[config.mk]
export PLATFORM = sky130hd
export DESIGN_NAME = alu_cmd_sequencer
export DESIGN_NICKNAME = d
export VERILOG_FILES = /design/src/rtl/alu_pkg.sv /design/src/rtl/alu_ref_model.sv /design/src/rtl/alu_cmd_sequencer.sv
export SDC_FILE = /design/constraint.sdc
export NUM_CORES = 1
export LEC_CHECK = 0
export BUFFER_PORTS_ARGS = -buffer_cell sky130_fd_sc_hd__buf_2
export CELL_PAD_IN_SITES_DETAIL_PLACEMENT = 0
export CELL_PAD_IN_SITES_GLOBAL_PLACEMENT = 1
export CORE_ASPECT_RATIO = 0.5
export CORE_UTILIZATION = 39
export DETAILED_ROUTE_END_ITERATION = 12
export PLACE_DENSITY = 0.9
export SLEW_MARGIN = 20
export SYNTH_ARGS = -nofsm -noshare
export SYNTH_HDL_FRONTEND = slang
export SYNTH_HIERARCHICAL = 1
export SYNTH_SLANG_ARGS = --single-unit
[constraint.sdc]
create_clock -name clock -period 2.6 [get_ports clock]
set_clock_uncertainty 0.2 [all_clocks]
set_input_delay 0.13 -clock clock [delete_from_list [all_inputs] [get_ports clock]]
set_output_delay 0.13 -clock clock [all_outputs]
set_load 0.05 [all_outputs]
[src/rtl/alu_pkg.sv]
// Shared constants for the ALU command sequencer: opcodes, button codes, FSM states.
package alu_pkg;

  localparam logic [5:0] OP_ADD = 6'b100000;
  localparam logic [5:0] OP_SUB = 6'b100010;
  localparam logic [5:0] OP_AND = 6'b100100;
  localparam logic [5:0] OP_OR  = 6'b100101;
  localparam logic [5:0] OP_XOR = 6'b100110;
  localparam logic [5:0] OP_NOR = 6'b100111;
  localparam logic [5:0] OP_SRA = 6'b000011;
  localparam logic [5:0] OP_SRL = 6'b000010;

  localparam logic [2:0] BTN_NONE    = 3'b000;
  localparam logic [2:0] BTN_LOAD_A  = 3'b100;
  localparam logic [2:0] BTN_LOAD_B  = 3'b010;
  localparam logic [2:0] BTN_LOAD_OP = 3'b001;

  typedef enum logic [2:0] {
    S_IDLE,
    S_LOAD_A,
    S_LOAD_B,
    S_LOAD_OP,
    S_SETTLE,
    S_CAPTURE
  } state_t;

endpackage

[src/rtl/alu_ref_model.sv]
// Expected ALU result for the opcodes the sequencer knows how to check.
// Only instantiated when ALU_SEQ_CHECK_EN is defined.
module alu_ref_model
  import alu_pkg::*;
#(
  parameter int DATA_WIDTH = 6
) (
  input  logic [DATA_WIDTH-1:0] i_a,
  input  logic [DATA_WIDTH-1:0] i_b,
  input  logic [DATA_WIDTH-1:0] i_op,
  output logic [DATA_WIDTH-1:0] o_expected,
  output logic                  o_modelled
);

  always_comb begin
    o_expected = '0;
    o_modelled = 1'b1;
    case (i_op)
      DATA_WIDTH'(OP_ADD): o_expected = i_a + i_b;
      DATA_WIDTH'(OP_SUB): o_expected = i_a - i_b;
      DATA_WIDTH'(OP_AND): o_expected = i_a & i_b;
      DATA_WIDTH'(OP_OR):  o_expected = i_a | i_b;
      DATA_WIDTH'(OP_XOR): o_expected = i_a ^ i_b;
      DATA_WIDTH'(OP_NOR): o_expected = ~(i_a | i_b);
      DATA_WIDTH'(OP_SRA): o_expected = DATA_WIDTH'($signed(i_a) >>> i_b);
      DATA_WIDTH'(OP_SRL): o_expected = i_a >> i_b;
      default:             o_modelled = 1'b0;
    endcase
  end

endmodule

[src/rtl/alu_cmd_sequencer.sv]
// Drives an ALU top through A/B/OP button loads, waits, then captures its LED result.
// Optional result checking against alu_ref_model is enabled by defining ALU_SEQ_CHECK_EN.
//
// state     | meaning
// S_IDLE    | ready for a command
// S_LOAD_A  | switches = A, load-A button
// S_LOAD_B  | switches = B, load-B button
// S_LOAD_OP | switches = OP, load-OP button
// S_SETTLE  | buttons released, ALU result settling
// S_CAPTURE | LED bus sampled at end of this cycle
module alu_cmd_sequencer
  import alu_pkg::*;
#(
  parameter int DATA_WIDTH    = 6,
  parameter int BTN_WIDTH     = 3,
  parameter int SETTLE_CYCLES = 2
) (
  input  logic                  clock,
  input  logic                  reset,
  input  logic                  i_valid,
  output logic                  o_ready,
  input  logic [DATA_WIDTH-1:0] i_data_a,
  input  logic [DATA_WIDTH-1:0] i_data_b,
  input  logic [DATA_WIDTH-1:0] i_op,
  output logic [DATA_WIDTH-1:0] o_sw,
  output logic [BTN_WIDTH-1:0]  o_buttons,
  input  logic [DATA_WIDTH-1:0] i_led,
  output logic [DATA_WIDTH-1:0] o_result,
  output logic                  o_result_valid,
  output logic                  o_mismatch
);

  state_t                r_state, w_state_nxt;
  logic [3:0]            r_settle_cnt, w_settle_cnt_nxt;
  logic [DATA_WIDTH-1:0] r_a, r_b, r_op;
  logic [DATA_WIDTH-1:0] r_sw, w_sw_nxt;
  logic [BTN_WIDTH-1:0]  r_buttons, w_buttons_nxt;
  logic [DATA_WIDTH-1:0] r_result;
  logic                  r_result_valid;
  logic                  w_accept;
  logic                  w_capture;

  // Switch/button values are computed for the state being entered so the pins are registered.
  always_comb begin
    w_state_nxt      = r_state;
    w_settle_cnt_nxt = r_settle_cnt;
    w_sw_nxt         = r_sw;
    w_buttons_nxt    = BTN_WIDTH'(BTN_NONE);
    w_accept         = 1'b0;
    w_capture        = 1'b0;
    case (r_state)
      S_IDLE: begin
        if (i_valid) begin
          w_accept      = 1'b1;
          w_state_nxt   = S_LOAD_A;
          w_sw_nxt      = i_data_a;
          w_buttons_nxt = BTN_WIDTH'(BTN_LOAD_A);
        end
      end
      S_LOAD_A: begin
        w_state_nxt   = S_LOAD_B;
        w_sw_nxt      = r_b;
        w_buttons_nxt = BTN_WIDTH'(BTN_LOAD_B);
      end
      S_LOAD_B: begin
        w_state_nxt   = S_LOAD_OP;
        w_sw_nxt      = r_op;
        w_buttons_nxt = BTN_WIDTH'(BTN_LOAD_OP);
      end
      S_LOAD_OP: begin
        w_state_nxt      = S_SETTLE;
        w_sw_nxt         = r_op;
        w_settle_cnt_nxt = 4'(SETTLE_CYCLES - 1);
      end
      S_SETTLE: begin
        if (r_settle_cnt == 4'd0) w_state_nxt = S_CAPTURE;
        else                      w_settle_cnt_nxt = r_settle_cnt - 4'd1;
      end
      S_CAPTURE: begin
        w_capture   = 1'b1;
        w_state_nxt = S_IDLE;
      end
      default: w_state_nxt = S_IDLE;
    endcase
  end

  always_ff @(posedge clock) begin
    if (reset) begin
      r_state        <= S_IDLE;
      r_settle_cnt   <= '0;
      r_a            <= '0;
      r_b            <= '0;
      r_op           <= '0;
      r_sw           <= '0;
      r_buttons      <= '0;
      r_result       <= '0;
      r_result_valid <= 1'b0;
    end else begin
      r_state        <= w_state_nxt;
      r_settle_cnt   <= w_settle_cnt_nxt;
      r_sw           <= w_sw_nxt;
      r_buttons      <= w_buttons_nxt;
      r_result_valid <= w_capture;
      if (w_accept) begin
        r_a  <= i_data_a;
        r_b  <= i_data_b;
        r_op <= i_op;
      end
      if (w_capture) r_result <= i_led;
    end
  end

`ifdef ALU_SEQ_CHECK_EN
  logic [DATA_WIDTH-1:0] w_expected;
  logic                  w_modelled;
  logic                  r_mismatch;

  alu_ref_model #(.DATA_WIDTH(DATA_WIDTH)) u_ref_model (
    .i_a        (r_a),
    .i_b        (r_b),
    .i_op       (r_op),
    .o_expected (w_expected),
    .o_modelled (w_modelled)
  );

  // Unmodelled opcodes clear the flag rather than leave a stale result.
  always_ff @(posedge clock) begin
    if (reset)          r_mismatch <= 1'b0;
    else if (w_capture) r_mismatch <= w_modelled && (i_led != w_expected);
  end

  assign o_mismatch = r_mismatch;
`else
  assign o_mismatch = 1'b0;
`endif

  assign o_ready        = (r_state == S_IDLE);
  assign o_sw           = r_sw;
  assign o_buttons      = r_buttons;
  assign o_result       = r_result;
  assign o_result_valid = r_result_valid;

endmodule

==> results.py <==
metrics = {
    "critical_path": {
        "reg2reg_from": "r_state[2]$_SDFFE_PP0P_",
        "r2r_cells": 3,
        "crit_type": "reg2reg",
        "arrival_ps": 2030,
        "crit_slowest_cell": "nor4b_2",
        "reg2reg_setup_slack_ps": 580,
        "worstPathMaxFanout": 16,
        "critPathLaunchType": "register",
        "r2r-end": "r_op[4]$_SDFFE_PP0P_",
        "critPathRequiredTime_ps": 2620,
        "slowest_delay_ps": 990,
        "critPathTopFamily": "simple AND/OR/NAND/NOR gates",
        "critical_path_buf_inv_count": 0,
        "critPathCaptureType": "register",
        "crit_chain": "nor4b_2, nand2_1, a21oi_1",
    },
    "synth": {
        "synth_warnings": 6,
        "syn_area_um2": 1500,
        "ys_ff_latch": 35,
        "ys_seq_area_frac": 0.468,
        "synth_edf_count": 0,
        "yosys_most_used_dff": "dfxtp_1",
        "syn_nets": 211,
        "syn_area_per_cell_um2": 8.23,
        "async_flop_share": 0,
        "syn_inst": 182,
        "yosysUniqueCellTypes": 34,
    },
    "global_routing": {
        "first_global_vias": 1286,
        "grt_pass1_wl_um": 5740,
        "met1_usage": 0.261,
        "grt.busiest_layer": "met2",
        "track_usage": 0.189,
        "grt_max_degree": 31,
        "grt-ovfl-total": 0,
        "gr-usage-met2": 0.288,
        "antenna_found_initial": 0,
        "met3_usage": 0.0489,
    },
    "worst_hold_path": {
        "hold_path_depth": 2,
        "worstHoldStart": "reset",
        "hold_path_end": "o_buttons[2]$_SDFF_PP0_",
        "hp-class": "in2reg",
    },
    "routing": {
        "vias": 1441,
        "drtIter0Drc": 84,
        "drc": 0,
        "drtPass1Iterations": 4,
        "post_drt_wl_per_cell_um": 12.1,
        "totalWireLength_um": 3580,
        "via_per_inst": 4.88,
        "antenna_left": 0,
    },
    "cts": {
        "clockBufferDepth": 2,
        "cts.htree.levels": 2,
        "post_cts_buffers": 0,
        "cts.clk_slew.worst_paths_ps": 70,
        "insertion_delay_ps": 290,
        "cts_root_buf": "clkbuf_8",
        "cts_sinks": 35,
        "cts_made_buffers": 5,
        "cts_tree": "built",
    },
    "placed_design": {
        "dp_cells": 264,
        "gp_congestion": 0.781,
        "pre_cts_ws_ps": 608,
        "io_buffer_count": 43,
        "hpwl_um": 2280,
    },
    "timing": {
        "holdWs_ps": 125,
        "relSlewSlack": 0.285,
        "max_slew.worst_pin.slew_ps": 1070,
        "slew_violations": 0,
        "fmaxAchievable_mhz": 496,
        "hold_viol": 0,
        "fin_ws_ps": 585,
        "fin_crit_sh": 0.775,
        "fin_setup_tns_ps": 0,
        "rsz0062_at_grt": "no",
        "setup_viol": 0,
        "fin_crit_ps": 2020,
    },
    "cells_and_area": {
        "fin_cells": 295,
        "drive_gt1_frac": 0.230,
        "nets": 272,
        "syn2layout_area_growth_pct": 38.8,
        "n_antenna_cell": 0,
        "finalCoreUtilization": 0.586,
    },
    "power_and_ir_drop": {
        "irDropWorstVdd_mv": 0.268,
        "p_switching_uw": 430,
        "leakage_nw": 0.870,
        "pwr-share-seq": 0.428,
        "switching_share": 0.298,
        "combPwrFrac": 0.225,
        "internal-power_mw": 1.01,
        "pwr-share-clk": 0.347,
        "power_density_nw_per_um2": 693,
    },
    "run_status": {
        "outcome": "finished, final reports clean",
    },
    "floorplan": {
        "die_y_um": 45.8,
        "core_um2": 3550,
        "fp.dieW_um": 89.6,
        "initial_core_util": 0.422,
        "die-area_um2": 4110,
        "rows": 15,
        "ios": 45,
    },
    "job": {
        "maxCapViolCount": 0,
    },
}
-- metrics by stage --
step	total power, mW	cell area, um^2
finish	1.44	2080
global route	1.51	2080
CTS	1.46	2080
detailed placement	0.924	1730
global placement	0.919	1730
floorplan	0.848	1500
-- power groups by stage --
stage	Sequential (mW)	Combinational, mW	Clock [mW]
3_3_place_gp	0.627	0.292	0
6_report	0.616	0.324	0.500
2_1_floorplan	0.679	0.169	0
4_1_cts	0.616	0.323	0.518
5_1_grt	0.622	0.349	0.539
3_5_place_dp	0.628	0.296	0
-- how the worst max path moves through the flow --
stage	from	endpoint	slack, ps	cells after the start
after floorplan	r_state[2]$_SDFFE_PP0P_	o_ready	340	4
after global placement	r_state[2]$_SDFFE_PP0P_	r_settle_cnt[1]$_SDFFE_PP0P_	650	3
after detailed placement	r_state[1]$_SDFFE_PP0P_	r_op[0]$_SDFFE_PP0P_	610	3
after CTS	r_state[2]$_SDFFE_PP0P_	r_settle_cnt[1]$_SDFFE_PP0P_	580	3
after global routing	r_state[2]$_SDFFE_PP0P_	r_op[3]$_SDFFE_PP0P_	460	3
final	r_state[2]$_SDFFE_PP0P_	r_op[4]$_SDFFE_PP0P_	580	3
-- final cells by class --
cell class                 instances  area (um^2)
clock buffer                       6         82.6
clock inverter                     2         35.0
sequential                        35          701
timing repair buffer              68          460
inverter                           4         15.0
multi-input combinational        129          721
fill                             311         1470
tap                               51         63.8
-- registers in the layout, indices dropped and copies added (netlist names) --
signal,count
r_settle_cnt,4
o_buttons,3
r_b,6
r_state,3
o_result_valid,1
o_result,6
o_sw,6
r_op,6
-- Yosys cell counts (3+ instances only) --
library cell / n / area [um^2]
nor2_1: 18 / 67.6
dfxtp_1: 35 / 701
o32ai_1: 5 / 43.8
buf_1: 4 / 15.0
nand2_1: 35 / 131
nand3b_1: 3 / 22.5
nand3_1: 7 / 35.0
or3_1: 3 / 18.8
a21oi_1: 22 / 110
inv_1: 4 / 15.0
a22o_1: 5 / 43.8
buf_2: 6 / 30.0
nor3_1: 5 / 25.0
nor3b_1: 3 / 22.5
-- timing repair --
item / 4_1_cts / 5_1_grt
endpoints found under the hold margin: 23 / 0
hold buffers: 23 / 0
gates resized for setup: 0 / 0
-- per-layer routing --
layer,up-vias,routed length (um)
met2,32,1580
met3,8,178
li1,755,-
met4,0,47
met1,646,1770
met5,-,0
-- cell families after synthesis --
| family | Yosys count | share of synthesized area |
|---|---|---|
| flip-flops | 35 | 0.468 |
| buffers and inverters | 18 | 0.0551 |
| adder cells (fa/ha/maj) | 2 | 0.0167 |
| XOR/XNOR | 1 | 0.00585 |
| AND/OR/NAND/NOR | 81 | 0.253 |
| AO/OA/AOI/OAI | 44 | 0.199 |
| other | 1 | 0.00250 |
-- cell usage in the layout, fill, tap and decap left out, drive strengths merged, types with 4 or more instances in the layout --
master	n
clkbuf	6
nor2	18
a22o	5
a21oi	22
dfxtp	35
buf	45
nand2	35
inv	4
nand3	7
nor3	5
o32ai	5
dlygate4sd3	23
Power figures use the tool's default switching activity.
